## src/rtl/mul_div_unit_if.sv

```systemverilog
// Request/result bundle between the register-file read stage and the mul/div unit.
interface mul_div_unit_if #(parameter int XLEN = 32);
  logic            start;
  logic [1:0]      op;
  logic [XLEN-1:0] a;
  logic [XLEN-1:0] b;
  logic            hi_we;
  logic            lo_we;
  logic            busy;
  logic            done;
  logic            div_zero;
  logic [XLEN-1:0] hi;
  logic [XLEN-1:0] lo;

  modport master (output start, op, a, b, hi_we, lo_we,
                  input  busy, done, div_zero, hi, lo);
  modport slave  (input  start, op, a, b, hi_we, lo_we,
                  output busy, done, div_zero, hi, lo);
endinterface

```

## src/rtl/mul_div_unit.sv

```systemverilog
// Iterative MULT/MULTU/DIV/DIVU, one bit per cycle, results in HI/LO.
// Magnitudes are iterated unsigned; signs are applied in the FIX state.
module mul_div_unit #(
  parameter int XLEN = 32
) (
  input  logic           clk,
  input  logic           rstd,
  mul_div_unit_if.slave  bus
);
  localparam int CW = $clog2(XLEN);

  typedef enum logic [1:0] {S_IDLE, S_RUN, S_FIX, S_DONE} state_e;

  state_e            state_q, state_d;
  logic [CW-1:0]     cnt_q, cnt_d;
  logic [1:0]        op_q, op_d;
  logic              sa_q, sa_d, sb_q, sb_d;
  logic [XLEN-1:0]   opb_q, opb_d;
  logic [2*XLEN-1:0] acc_q, acc_d;
  logic [XLEN:0]     rem_q, rem_d;
  logic [XLEN-1:0]   hi_q, hi_d, lo_q, lo_d;
  logic              dz_q, dz_d;

  logic              accept, req_sgn, req_dz;
  logic [XLEN-1:0]   abs_a, abs_b;
  logic [XLEN:0]     mul_sum, rem_sh;
  logic [XLEN+1:0]   rem_diff;
  logic              div_ok;
  logic              fix_sgn;
  logic [2*XLEN-1:0] prod_fix;
  logic [XLEN-1:0]   quot_fix, rem_fix;

  assign accept  = (state_q == S_IDLE) && bus.start;
  assign req_sgn = ~bus.op[0];
  assign req_dz  = bus.op[1] && (bus.b == '0);
  assign abs_a   = (req_sgn && bus.a[XLEN-1]) ? -bus.a : bus.a;
  assign abs_b   = (req_sgn && bus.b[XLEN-1]) ? -bus.b : bus.b;

  // Multiply: acc = {partial product, remaining multiplier bits}, shifted right.
  assign mul_sum  = {1'b0, acc_q[2*XLEN-1:XLEN]} + (acc_q[0] ? {1'b0, opb_q} : '0);
  // Divide: acc[XLEN-1:0] shifts dividend bits out and quotient bits in.
  assign rem_sh   = {rem_q[XLEN-1:0], acc_q[XLEN-1]};
  assign rem_diff = {1'b0, rem_sh} - {2'b00, opb_q};
  assign div_ok   = ~rem_diff[XLEN+1];

  assign fix_sgn  = ~op_q[0];
  assign prod_fix = (fix_sgn && (sa_q ^ sb_q)) ? -acc_q : acc_q;
  assign quot_fix = (fix_sgn && (sa_q ^ sb_q)) ? -acc_q[XLEN-1:0] : acc_q[XLEN-1:0];
  assign rem_fix  = (fix_sgn && sa_q) ? -rem_q[XLEN-1:0] : rem_q[XLEN-1:0];

  // State register
  always_ff @(posedge clk or negedge rstd) begin
    if (!rstd) state_q <= S_IDLE;
    else       state_q <= state_d;
  end

  // Next state; divide-by-zero skips the iterations but still passes FIX
  always_comb begin
    state_d = state_q;
    unique case (state_q)
      S_IDLE: if (bus.start) state_d = req_dz ? S_FIX : S_RUN;
      S_RUN:  if (cnt_q == CW'(XLEN-1)) state_d = S_FIX;
      S_FIX:  state_d = S_DONE;
      S_DONE: state_d = S_IDLE;
      default: state_d = S_IDLE;
    endcase
  end

  // Outputs
  always_comb begin
    bus.busy     = (state_q != S_IDLE);
    bus.done     = (state_q == S_DONE);
    bus.div_zero = dz_q;
    bus.hi       = hi_q;
    bus.lo       = lo_q;
  end

  // Datapath next-values
  always_comb begin
    cnt_d = (state_q == S_RUN) ? cnt_q + CW'(1) : '0;
    op_d  = op_q;
    sa_d  = sa_q;
    sb_d  = sb_q;
    opb_d = opb_q;
    acc_d = acc_q;
    rem_d = rem_q;
    hi_d  = hi_q;
    lo_d  = lo_q;
    dz_d  = dz_q;
    if (accept) begin
      op_d  = bus.op;
      sa_d  = bus.a[XLEN-1];
      sb_d  = bus.b[XLEN-1];
      opb_d = abs_b;
      acc_d = {{XLEN{1'b0}}, abs_a};
      rem_d = '0;
      dz_d  = req_dz;
    end else if (state_q == S_RUN) begin
      if (op_q[1]) begin
        acc_d = {acc_q[2*XLEN-1:XLEN], acc_q[XLEN-2:0], div_ok};
        rem_d = div_ok ? rem_diff[XLEN:0] : rem_sh;
      end else begin
        acc_d = {mul_sum, acc_q[XLEN-1:1]};
      end
    end else if (state_q == S_FIX && !dz_q) begin
      if (op_q[1]) begin
        lo_d = quot_fix;
        hi_d = rem_fix;
      end else begin
        hi_d = prod_fix[2*XLEN-1:XLEN];
        lo_d = prod_fix[XLEN-1:0];
      end
    end
    // mthi/mtlo only when idle and no operation is being accepted
    if (state_q == S_IDLE && !bus.start) begin
      if (bus.hi_we) hi_d = bus.a;
      if (bus.lo_we) lo_d = bus.a;
    end
  end

  always_ff @(posedge clk or negedge rstd) begin
    if (!rstd) begin
      cnt_q <= '0;
      op_q  <= '0;
      sa_q  <= 1'b0;
      sb_q  <= 1'b0;
      opb_q <= '0;
      acc_q <= '0;
      rem_q <= '0;
      hi_q  <= '0;
      lo_q  <= '0;
      dz_q  <= 1'b0;
    end else begin
      cnt_q <= cnt_d;
      op_q  <= op_d;
      sa_q  <= sa_d;
      sb_q  <= sb_d;
      opb_q <= opb_d;
      acc_q <= acc_d;
      rem_q <= rem_d;
      hi_q  <= hi_d;
      lo_q  <= lo_d;
      dz_q  <= dz_d;
    end
  end
endmodule

```

## src/flat_wrapper.sv

```systemverilog
// flat-port wrapper written by rule: the top's interface ports become plain ports
module mul_div_unit_flat 
#(
  parameter int XLEN = 32
)
  (clk, rstd, bus_start, bus_op, bus_a, bus_b, bus_hi_we, bus_lo_we, bus_busy, bus_done, bus_div_zero, bus_hi, bus_lo);
  mul_div_unit_if #(.XLEN(XLEN)) bus_i ();
  input  logic clk;
  input  logic rstd;
  input wire logic [$bits(bus_i.start)-1:0] bus_start;
  input wire logic [$bits(bus_i.op)-1:0] bus_op;
  input wire logic [$bits(bus_i.a)-1:0] bus_a;
  input wire logic [$bits(bus_i.b)-1:0] bus_b;
  input wire logic [$bits(bus_i.hi_we)-1:0] bus_hi_we;
  input wire logic [$bits(bus_i.lo_we)-1:0] bus_lo_we;
  output wire logic [$bits(bus_i.busy)-1:0] bus_busy;
  output wire logic [$bits(bus_i.done)-1:0] bus_done;
  output wire logic [$bits(bus_i.div_zero)-1:0] bus_div_zero;
  output wire logic [$bits(bus_i.hi)-1:0] bus_hi;
  output wire logic [$bits(bus_i.lo)-1:0] bus_lo;
  assign bus_i.start = bus_start;
  assign bus_i.op = bus_op;
  assign bus_i.a = bus_a;
  assign bus_i.b = bus_b;
  assign bus_i.hi_we = bus_hi_we;
  assign bus_i.lo_we = bus_lo_we;
  assign bus_busy = bus_i.busy;
  assign bus_done = bus_i.done;
  assign bus_div_zero = bus_i.div_zero;
  assign bus_hi = bus_i.hi;
  assign bus_lo = bus_i.lo;
  mul_div_unit #(.XLEN(XLEN)) u_core (.clk(clk), .rstd(rstd), .bus(bus_i));
endmodule
```

## config.mk

```make
export PLATFORM = sky130hd
export DESIGN_NAME = mul_div_unit_flat
export DESIGN_NICKNAME = d
export VERILOG_FILES = /design/src/rtl/mul_div_unit_if.sv /design/src/rtl/mul_div_unit.sv /design/src/flat_wrapper.sv
export SDC_FILE = /design/constraint.sdc
export NUM_CORES = 1
export LEC_CHECK = 0
export BUFFER_PORTS_ARGS = -buffer_cell sky130_fd_sc_hd__buf_2
export CORE_MARGIN = 2
export CORE_UTILIZATION = 50
export CTS_BUF_LIST = sky130_fd_sc_hd__clkbuf_8
export DETAILED_ROUTE_END_ITERATION = 10
export PLACE_DENSITY_LB_ADDON = 0.25
export SYNTH_ARGS = -nofsm -noshare
export SYNTH_HDL_FRONTEND = slang
export SYNTH_SLANG_ARGS = --single-unit
```

## constraint.sdc

```tcl
create_clock -name clk -period 5.5 [get_ports clk]
set_clock_uncertainty 0.1 [all_clocks]
set_input_delay 0.825 -clock clk [delete_from_list [all_inputs] [get_ports clk]]
set_output_delay 0.825 -clock clk [all_outputs]
set_load 0.01 [all_outputs]
```

==> impl_results.md <==
- Internal power: 0.00497 W
- Starting Density: 0.508
- Router iterations before antenna repair: 6
- Post-route ant nets: 0
- Bufs on Longest Clock Path: 3
- Total GRT Usage: 0.296
- Clock transition at path regs: 0.06 ns
- Crit-path max FO: 31
- First-pass GRT wire length: 78400 um
- Hold Buf Count CTS: 0
- Syn avg cell area: 7.86 sq um
- Crit Path Category: flip-flop to flip-flop
- Setup Fix Bufs, Post-CTS: 0
- Layout cell share with drive strength beyond 1: 0.120
- Rel. slew slack: 0.226
- Number of synthesized flops with an enable pin: 0
- Synth cell types: 74
- Met3 Resource Use GR: 0.0330
- Largest net degree at the start of global routing: 94
- I/O pin count: 138
- Pre-CTS setup slack: 1.38 ns
- DR iter-0 viols: 1499
- I/O Buffers: 137
- GR Util met2: 0.480
- Core ar.: 0.0315 sq mm
- Sink Count: 204
- DPL Wire Length: 37600 um
- Total CTS buffers: 40
- Crit start category: flip-flop
- Std cell rows: 65
- Status: complete, no violations
- Area leader, netlist: dfrtp_1
- Setup violations, final: 0
- Max Fclk: 233 MHz
- Critical Path Sink Type: flip-flop
- Root Buffer: clkbuf_8
- CTS tree: yes
- Final Max Slew Viols: 0
- Gate count of the mapped netlist: 2033
- RePlAce Congestion: 0.988
- Total gr overflow: 0
- Leak Pwr: 8.03 nW
- Power share of the sequential group: 0.288
- GRT busiest layer: met2
- Initial antenna violation count: 5
- RSZ-0062 raised after global routing: no
- Wire per inst: 19.7 um
- H-Tree Depth: 2
- Synthesized area: 0.0160 sq mm
- Yosys top cell area share: 0.320
- Register area share after synthesis: 0.320
- Total Routed Length: 50100 um
- Yosys reg bits: 204
- Req. time, crit path: 5.86 ns
- Top_reg_cell synth: dfrtp_1
- Post-Syn Nets: 2181
- Clk_lat worst skew: 0.57 ns
- HP Class: primary input to async pin
- Met1 Resource Use GR: 0.415
- Final hold viol count: 0
- Pwr per Cell Area: 546 mW/mm^2
- Worst Setup Slack, final: 1.22 ns
- DIE HEIGHT: 183 um
- Worst vdd ir: 388 uV
- Vias in the first global route: 14300
- Post-CTS sizing: 0
- Drt drc: 0
- Period utilization: 0.779
- Switch Pwr: 0.00470 W
- Synth area leaders: dfrtp_1 32%, o21ai_0 8.2%, xor2_1 6.0%
- Clock power frac: 0.166
- Layout area overhead: 10.8%
- Routed via count: 15300
- Yosys warning count: 0
- Minimum clock period after layout: 4.28 ns
- Ys async rst share: 1.00
- Combinational Power Share: 0.546
- Sw frac: 0.486
- Design Power: 0.00967 W
- Sum Neg Setup Slack: 0 ns
- Worst-Margin Slew: 1.15 ns
- Final #Nets: 2255
- Via/cell ratio: 6.03
- Die area: 0.0334 sq mm
- Chip Width: 183 um
- Crit path DAT: 4.64 ns
- Max-cap violation count: 0
[final timing paths]
check / from / endpoint / slack, ns / depth (start not counted)
max: u_core.acc_q[0] / u_core.bus.hi[12] / 1.22 / 11
max reg2reg: u_core.acc_q[0] / u_core.bus.hi[12] / 1.22 / 11
min reg2reg: u_core.cnt_q[0] / u_core.cnt_q[0] / 0.36 / 1
max in group asynchronous: rstd / u_core.op_q[1] / 4.11 / 2
min: rstd / u_core.acc_q[24] / 0.19 / 1
min in group clk: u_core.cnt_q[0] / u_core.cnt_q[0] / 0.36 / 1
[metal layers]
layer	vias up	wire length [um]
li1	7373	-
met1	7216	22500
met2	642	22800
met3	103	3320
met4	0	1510
met5	-	0
[synth_stat cells (all sizes together) (38+ instances only)]
cell	count
a21oi	191
clkbuf	101
dfrtp	204
ha	75
inv	71
mux2i	38
nand2	254
nand3	46
nor2	170
nor3	39
o211ai	43
o21ai	269
xnor2	89
xor2	109
[cells in the final DEF (no fill, tap or decap), types with 19 or more instances in the layout]
| cell | Yosys | layout |
|---|---|---|
| o211ai_1 | 43 | 43 |
| clkbuf_8 | 1 | 53 |
| o21ai_0 | 263 | 263 |
| and3_1 | 19 | 19 |
| inv_1 | 71 | 81 |
| buf_2 | 10 | 136 |
| nand3_1 | 46 | 45 |
| nor2_1 | 170 | 169 |
| dfrtp_1 | 204 | 203 |
| a21oi_1 | 190 | 189 |
| a31oi_1 | 22 | 22 |
| nor3_1 | 39 | 39 |
| ha_1 | 75 | 74 |
| nand2_1 | 254 | 253 |
| xor2_1 | 109 | 109 |
| a21o_1 | 27 | 27 |
| mux2i_1 | 38 | 38 |
| xnor2_1 | 89 | 89 |
[power groups by stage]
stage	registers [W]	clock network [W]	logic (W)
final	0.00278	0.00161	0.00528
after floorplan	0.00258	0	0.00384
after global placement	0.00276	0	0.00514
after CTS	0.00276	0.00163	0.00523
after global routing	0.00285	0.00170	0.00589
after detailed placement	0.00278	0	0.00521
[cell families (layout without fill, tap and decap cells)]
kind of cell             after synthesis  after routing  share of synthesized area
other                                  0              5                          0
AND/OR/NAND/NOR                      650            650                      0.189
adder cells (fa/ha/maj)               77             77                     0.0612
buffers and inverters                195            297                     0.0482
flip-flops                           204            204                      0.320
XOR/XNOR                             198            198                      0.109
AO/OA/AOI/OAI                        669            669                      0.248
multiplexers                          40             40                     0.0252
[worst max-delay path, stage by stage (launching register included)]
cell      delay [ns]
dfrtp_1         0.48
inv_1           0.09
buf_4           0.33
ha_1            0.28
nor3b_1         0.76
and4_1          0.33
nand3_1         0.30
nor2b_1         0.66
nand3_1         0.20
a2111o_1        0.46
nand3_1         0.09
o21ai_1         0.07
[sequential cells by signal (all words and copies together), names as in the netlist]
name,count
u_core.acc_q,64
u_core.bus.div_zero,1
u_core.bus.hi,32
u_core.bus.lo,32
u_core.cnt_q,5
u_core.op_q,2
u_core.opb_q,32
u_core.rem_q,32
u_core.sa_q,1
u_core.sb_q,1
u_core.state_q,2
[per-stage QoR]
stage / hold slack (ns) / std cells / area, sq um / utilization
floorplan: 0.333 / 2033 / 16000 / -
global route: 0.243 / 2542 / 17700 / 0.563
global placement: 0.349 / 2467 / 16900 / 0.536
CTS: 0.224 / 2537 / 17700 / 0.562
detailed placement: 0.351 / 2467 / 16900 / 0.536
finish: 0.187 / 2542 / 17700 / 0.563
[final cells by class]
type / count / area [sq um]
clock inverters: 18 / 115
diodes: 5 / 12.5
inverters: 71 / 267
multi-input cells: 1634 / 10100
well taps: 402 / 503
flip-flops and latches: 204 / 5110
fillers: 2936 / 13800
clock buffers: 52 / 716
repair buffers: 156 / 850
(Power assumes the default switching activity.)
